File: src/rtl/perf_event_monitor.sv
// perf_event_monitor: saturating performance counters for the pipelined core.
// Counts commit and cache events while in RUN, freezes on a committed halt,
// and serves counter/status values through a registered select/read port.
//
// Read port: rd_en is a single-cycle request with no back-pressure. Each
// cycle with rd_en high captures the value selected by rd_sel, taken before
// that edge's counter update. The value appears on rd_data with rd_valid high
// for exactly one cycle at the next edge. rd_data holds its last value while
// rd_valid is low.
module perf_event_monitor #(
   parameter int CNT_W = 32
) (
   input  logic             clk,
   input  logic             rst,
   input  logic             reg_write,
   input  logic             mem_write,
   input  logic             mem_read,
   input  logic             halt,
   input  logic             icache_req,
   input  logic             icache_hit,
   input  logic             dcache_req,
   input  logic             dcache_hit,
   input  logic             clear,
   input  logic             rd_en,
   input  logic [2:0]       rd_sel,
   output logic [CNT_W-1:0] rd_data,
   output logic             rd_valid,
   output logic             halted,
   output logic             hit_err
);

   typedef enum logic {
      RUN    = 1'b0,
      HALTED = 1'b1
   } state_t;

   // Counter index map: 0 cycles, 1 inst, 2 loads, 3 icache_req,
   // 4 icache_hit, 5 dcache_req, 6 dcache_hit.
   localparam int NCNT = 7;
   localparam logic [CNT_W-1:0] CNT_MAX = {CNT_W{1'b1}};
   localparam logic [CNT_W-1:0] CNT_ONE = {{(CNT_W-1){1'b0}}, 1'b1};

   state_t           state_q, state_d;
   logic             err_q, err_d;
   logic [CNT_W-1:0] cnt_q [NCNT];
   logic [CNT_W-1:0] cnt_d [NCNT];
   logic [CNT_W-1:0] rd_data_q, rd_data_d;
   logic             rd_valid_q, rd_valid_d;
   logic [NCNT-1:0]  inc;
   logic [CNT_W-1:0] status_word;
   logic [CNT_W-1:0] rd_mux;
   logic             err_evt;

   // Saturating increment: holds at all-ones instead of wrapping.
   function automatic logic [CNT_W-1:0] sat_inc(input logic [CNT_W-1:0] v,
                                                input logic en);
      return (en && (v != CNT_MAX)) ? v + CNT_ONE : v;
   endfunction

   // Per-counter increment enables; an instruction counts at most once.
   always_comb begin
      inc[0]  = 1'b1;
      inc[1]  = halt | reg_write | mem_write;
      inc[2]  = mem_read;
      inc[3]  = icache_req;
      inc[4]  = icache_hit;
      inc[5]  = dcache_req;
      inc[6]  = dcache_hit;
      err_evt = (icache_hit & ~icache_req) | (dcache_hit & ~dcache_req);
   end

   // Read mux over the pre-update counter and status values.
   always_comb begin
      status_word    = '0;
      status_word[0] = (state_q == HALTED);
      status_word[1] = err_q;
      case (rd_sel)
         3'd0:    rd_mux = cnt_q[0];
         3'd1:    rd_mux = cnt_q[1];
         3'd2:    rd_mux = cnt_q[2];
         3'd3:    rd_mux = cnt_q[3];
         3'd4:    rd_mux = cnt_q[4];
         3'd5:    rd_mux = cnt_q[5];
         3'd6:    rd_mux = cnt_q[6];
         default: rd_mux = status_word;
      endcase
   end

   // Next-state logic: clear beats everything, HALTED freezes counting.
   always_comb begin
      state_d    = state_q;
      err_d      = err_q;
      rd_valid_d = rd_en;
      rd_data_d  = rd_en ? rd_mux : rd_data_q;
      for (int i = 0; i < NCNT; i++) cnt_d[i] = cnt_q[i];

      if (clear) begin
         state_d = RUN;
         err_d   = 1'b0;
         for (int i = 0; i < NCNT; i++) cnt_d[i] = '0;
      end else if (state_q == RUN) begin
         for (int i = 0; i < NCNT; i++) cnt_d[i] = sat_inc(cnt_q[i], inc[i]);
         if (err_evt) err_d = 1'b1;
         if (halt) state_d = HALTED;
      end
   end

   // State, counters and registered read port.
   always_ff @(posedge clk or negedge rst) begin
      if (!rst) begin
         state_q    <= RUN;
         err_q      <= 1'b0;
         rd_data_q  <= '0;
         rd_valid_q <= 1'b0;
         for (int i = 0; i < NCNT; i++) cnt_q[i] <= '0;
      end else begin
         state_q    <= state_d;
         err_q      <= err_d;
         rd_data_q  <= rd_data_d;
         rd_valid_q <= rd_valid_d;
         for (int i = 0; i < NCNT; i++) cnt_q[i] <= cnt_d[i];
      end
   end

   assign rd_data  = rd_data_q;
   assign rd_valid = rd_valid_q;
   assign halted   = (state_q == HALTED);
   assign hit_err  = err_q;

endmodule
File: config.mk
export PLATFORM = sky130hd
export DESIGN_NAME = perf_event_monitor
export DESIGN_NICKNAME = d
export VERILOG_FILES = /design/src/rtl/perf_event_monitor.sv
export SDC_FILE = /design/constraint.sdc
export NUM_CORES = 1
export LEC_CHECK = 0
export CAP_MARGIN = 20
export CORE_ASPECT_RATIO = 0.8
export CORE_MARGIN = 1.5
export CORE_UTILIZATION = 50
export CTS_CLUSTER_DIAMETER = 100
export DETAILED_ROUTE_END_ITERATION = 8
export PLACE_DENSITY = 0.69
export SLEW_MARGIN = 20
export SYNTH_ARGS = -nofsm -noshare
export SYNTH_HDL_FRONTEND = slang
export SYNTH_SLANG_ARGS = --single-unit
File: constraint.sdc
create_clock -name clk -period 5.5 [get_ports clk]
set_input_delay 0.55 -clock clk [delete_from_list [all_inputs] [get_ports clk]]
set_output_delay 0.55 -clock clk [all_outputs]
set_load 0.02 [all_outputs]
# After elaboration in Yosys (flattened, before gate mapping)
# Index checks and enable logic that the tools add are counted.
# totals
ff_bits	259
in_bits	15
output_inout_bits	35
word_cells	78
# classes
add_sub_neg	7
n_eq_ne	14
mux	16
bitwise_logic	7
reduce_logical	23
# ops
op	n
$mux W224	2
$add A32 B1 Y32 const B	7
$mux W32	7
$ne A32 B32 Y1 const B	7
$pmux W32 S7	1
$reduce_and A2 Y1	8
$reduce_bool A2 Y1	8
$eq A3 B3 Y1 const B	3
$eq A3 B2 Y1 const B	2
$logic_and A1 B1 Y1	6
$mux W1	6
$eq A3 B1 Y1 const B	1
$logic_not A3 Y1	1
$or A1 B1 Y1	3
$and A1 B1 Y1	2
$ne A2 B2 Y1 const B	1
$not A1 Y1	2

# Depth between registers and ports, before layout
# depth
ltp_word	6
depth_mapped	8
mapped_depth_nobuf	6

# Worst setup path after synthesis
# OpenSTA, ideal clock, no wires.
# synth_path
path_type	reg-to-reg
from	register state_q (netlist: halted)
to	register cnt_q[48] in the netlist's numbering
arrival_ps	2257
t_required_ps	5422
slack_ps	3165
stages_incl_launch_ff	7
path_buffers	1
path_cell_list	dfrtp_1 nand2b_1 clkbuf_1 or4_1 nor2_1 or4b_2 a21oi_1
# synth_between
elab_chain_cells	2
# synth_lines
item	line	source
from (decl)	43	state_t state_q, state_d;
from (signal assigned)	117	state_q <= state_d;
$ne A2 B2 Y1 (no line)	n/a	
$reduce_and A2 Y1 (no line)	n/a	
to (decl)	45	logic [CNT_W-1:0] cnt_q [NCNT];
# Every way passes these cells.
# A chain may end at the register's enable or synchronous reset.

# Worst setup path after layout
# layout_path
from	register cnt_q[132] in the netlist's numbering
to	register cnt_q[137] in the netlist's numbering
# layout_between
elab_chain_cells	4
elab_cells_between_ends	8
cone_classes	1 x add/sub; 1 x eq/ne; 3 x mux; 3 x reduce/logical
# layout_lines
item	line	source
$add A32 B1 Y32 / $ne A32 B32 Y1 (equally long branches)	57	return (en && (v != CNT_MAX)) ? v + CNT_ONE : v;
$mux W32 / $logic_and A1 B1 Y1 (equally long branches)	57	
$mux W224 / $reduce_bool A2 Y1 (equally long branches)	n/a	
$mux W224 / $reduce_and A2 Y1 (equally long branches)	n/a	
# Several ways; a longest one is shown, not always the timed one. The select of a mux whose other input is x is not followed.

==> impl_metrics.ini <==
[grt]
grt_antenna_before_repair = 2
grt_pass1_vias = 12966
gr-total-overflow = 0
grt_usage = 0.307
grt_max_degree = 146
grt_pass1_wl_um = 78100

[synth]
yosys_warnings = 0
synth_top_family_by_area = simple AND/OR/NAND/NOR gates
synthSimpleGateAreaFrac = 0.268
synth_area_leaders = dfrtp_1 (41%), a21oi_1 (5.4%), or3_1 (3.5%), mux2_2 (3.4%), o21ai_0 (3.4%)
syn_area_mm2 = 0.0158
seq_area_frac_synth = 0.409
synth_most_common_cell = dfrtp_1
async_reset_ff_frac = 1.00
synth_area_leader_cell = dfrtp_1
synth_cell_types = 69
synth_fa_ha_area_frac = 0.00553
dominantRegCellSynth = dfrtp_1
synth.area.mux_share = 0.0735
syn_avg_cell_area_um2 = 8.87
postSynthCellCount = 1786
synthXorXnorAreaFrac = 0.0155
synth_fp_nets = 1808
ys_ff_latch = 259
synth_top_area_frac = 0.409
synth_compound_area_frac = 0.190
synth_edf_count = 0
synth_commonest_cells = dfrtp_1 (259), a21oi_1 (172), nand2_1 (128)

[die]
die_width_um = 202
ios = 50
dieArea_mm2 = 0.0328
die_h_um = 162
num_rows = 58
start_util = 0.506
core_area_mm2 = 0.0313

[run_status]
status = finished with violations
violations = hold timing

[detailed_routing]
ant_nets = 0
drc = 0
drt-wirelength-per-cell_um = 22.8
detail_route.iter0.violations = 1728
drt-vias-per-instance = 6.72
num_vias = 14864
routed_wl_um = 50500
drt_pre_antenna_iters = 8

[clock_network]
clock_latency_ns = 0.58
cts.repair.resized = 0
hold_buffers = 0
cts_inserted_buffers = 29
htreeDepth = 1
cts_tree = done
cts.sinks = 259
clockBufferDepth = 3
clkSlewWorstSetupHoldPaths_ns = 0.06
root_buffer = clkbuf_16
post-cts-setup-buffers = 0

[placement]
place_hpwl_um = 36100
portBuffers = 49
gp_congestion = 0.959
place_area_mm2 = 0.0166
dp_worst_setup_slack_ns = 2.38

[finish]
fin_util = 0.562
num-nets-final = 1791
final_area_mm2 = 0.0176
drive_gt1_frac = 0.0988
area_growth_pct = 11.1

[worst_setup_path]
worstSetupPathType = register to register
endpoint_kind = register
crit_required_ns = 5.96
critPathLaunchType = register
r2r_slack_ns = 2.63
critical_path_arrival_ns = 3.34
cp_max_fo = 20
path_cells = nand4_1 -> nor4_1 -> and3_1 -> or3_1 -> mux2_2
cpMaxStageDelayCell = nor4_1
slowest_delay_ns = 0.71

[sta]
setup_viol = 0
rsz0062_at_grt = false
worst_slack_ns = 2.63
tightestPinTransition_ns = 0.963
setup_tns_ns = 0
finalHoldViolCount = 4
skew_ns = 0.0220
slew_headroom = 0.352
finalCriticalPeriod_ns = 2.87
whs_ns = -0.0228
finalCritPeriodShare = 0.523
fmax_ghz = 0.348
slew_violations = 0

[flow_run]
max_cap_violations = 0

[min_path]
worstHoldPathType = input port to asynchronous set/reset pin

[power]
p_per_area_mw_per_mm2 = 248
ir_worst_vdd_uv = 194
p_leak_nw = 6.42
fin_total_pwr_mw = 4.37
routing by layer:
metal,part of all wire,vias up,global-route usage
met4,0.033,0,0.0953
met1,0.45,7249,0.473
met3,0.12,94,0.0795
li1,-,6791,-
met2,0.41,730,0.415
met5,0,-,0
placed cells by master, fill, tap and decap left out, types with 9 or more instances in the layout:
cell | synthesis | final
xor2_1 | 10 | 10
a221oi_1 | 10 | 10
nand2_1 | 128 | 128
buf_4 | 1 | 13
dfrtp_1 | 259 | 259
nor2b_1 | 39 | 39
nand3_1 | 69 | 69
and4_1 | 22 | 21
nor4_1 | 36 | 35
nor3_1 | 30 | 29
or3_1 | 88 | 88
mux2i_1 | 24 | 24
a22oi_1 | 16 | 16
nand2b_1 | 13 | 13
mux4_2 | 17 | 17
o211ai_1 | 35 | 35
or2_2 | 10 | 10
mux2_2 | 48 | 48
and2_1 | 11 | 11
or4_1 | 59 | 59
a31o_2 | 10 | 10
o21ai_0 | 107 | 107
a21oi_1 | 172 | 172
o31ai_1 | 57 | 57
clkdlybuf4s50_1 | 0 | 43
and3_1 | 23 | 23
clkbuf_16 | 0 | 29
inv_1 | 48 | 48
xnor2_1 | 18 | 18
nand4_1 | 79 | 79
nor2_1 | 122 | 122
a211oi_1 | 9 | 9
logic make-up (layout without fill, tap and decap cells):
logic type,count (synthesis),after routing
compound gates,483,483
xor+xnor,28,28
fa+ha+maj,7,7
buf+inv,159,164
flops,259,259
mux,89,89
other cells,0,1
simple gates,761,761
critical path: cells and delay by family, from the launching register on:
family | cells | cell delay (ns)
flops | 1 | 0.51
simple gates | 4 | 1.92
mux | 1 | 0.33
state kept, by name (all words and copies together) (netlist names):
signal	flops
rd_valid	1
cnt_q	224
halted	1
hit_err	1
rd_data	32
power by group:
part	leakage (nW)	internal (mW)	switching [mW]
registers	3.57	1.93	0.0333
logic	2.35	0.102	0.217
clock network	0.499	1.23	0.846
total	6.42	3.27	1.10
final cells by class:
| class | instances | area [µm²] |
|---|---|---|
| Fill cell | 2792 | 13700 |
| Multi-Input combinational cell | 1368 | 8780 |
| Sequential cell | 259 | 6480 |
| Clock buffer | 37 | 816 |
| Timing Repair Buffer | 63 | 612 |
| Tap cell | 420 | 526 |
| Clock inverter | 16 | 196 |
| Inverter | 48 | 180 |
| Antenna cell | 1 | 2.50 |
final timing paths:
path | startpoint | endpoint | depth (start not counted)
setup / recovery | cnt_q[132] | cnt_q[137] | 5
hold / removal | rst | cnt_q[165] | 1
setup reg to reg | cnt_q[132] | cnt_q[137] | 5
hold reg to reg | rd_data[22] | rd_data[22] | 1
max in group asynchronous | rst | cnt_q[124] | 2
min in group clk | rd_data[22] | rd_data[22] | 1
through the flow:
| stage | hold WS (ns) | cells |
|---|---|---|
| global route | 0.0584 | 2211 |
| global placement | 0.470 | 2158 |
| detailed placement | 0.472 | 2158 |
| CTS | 0.0215 | 2211 |
| finish | -0.0228 | 2212 |
| floorplan | 0.254 | 1786 |
(Power assumes the default switching activity.)
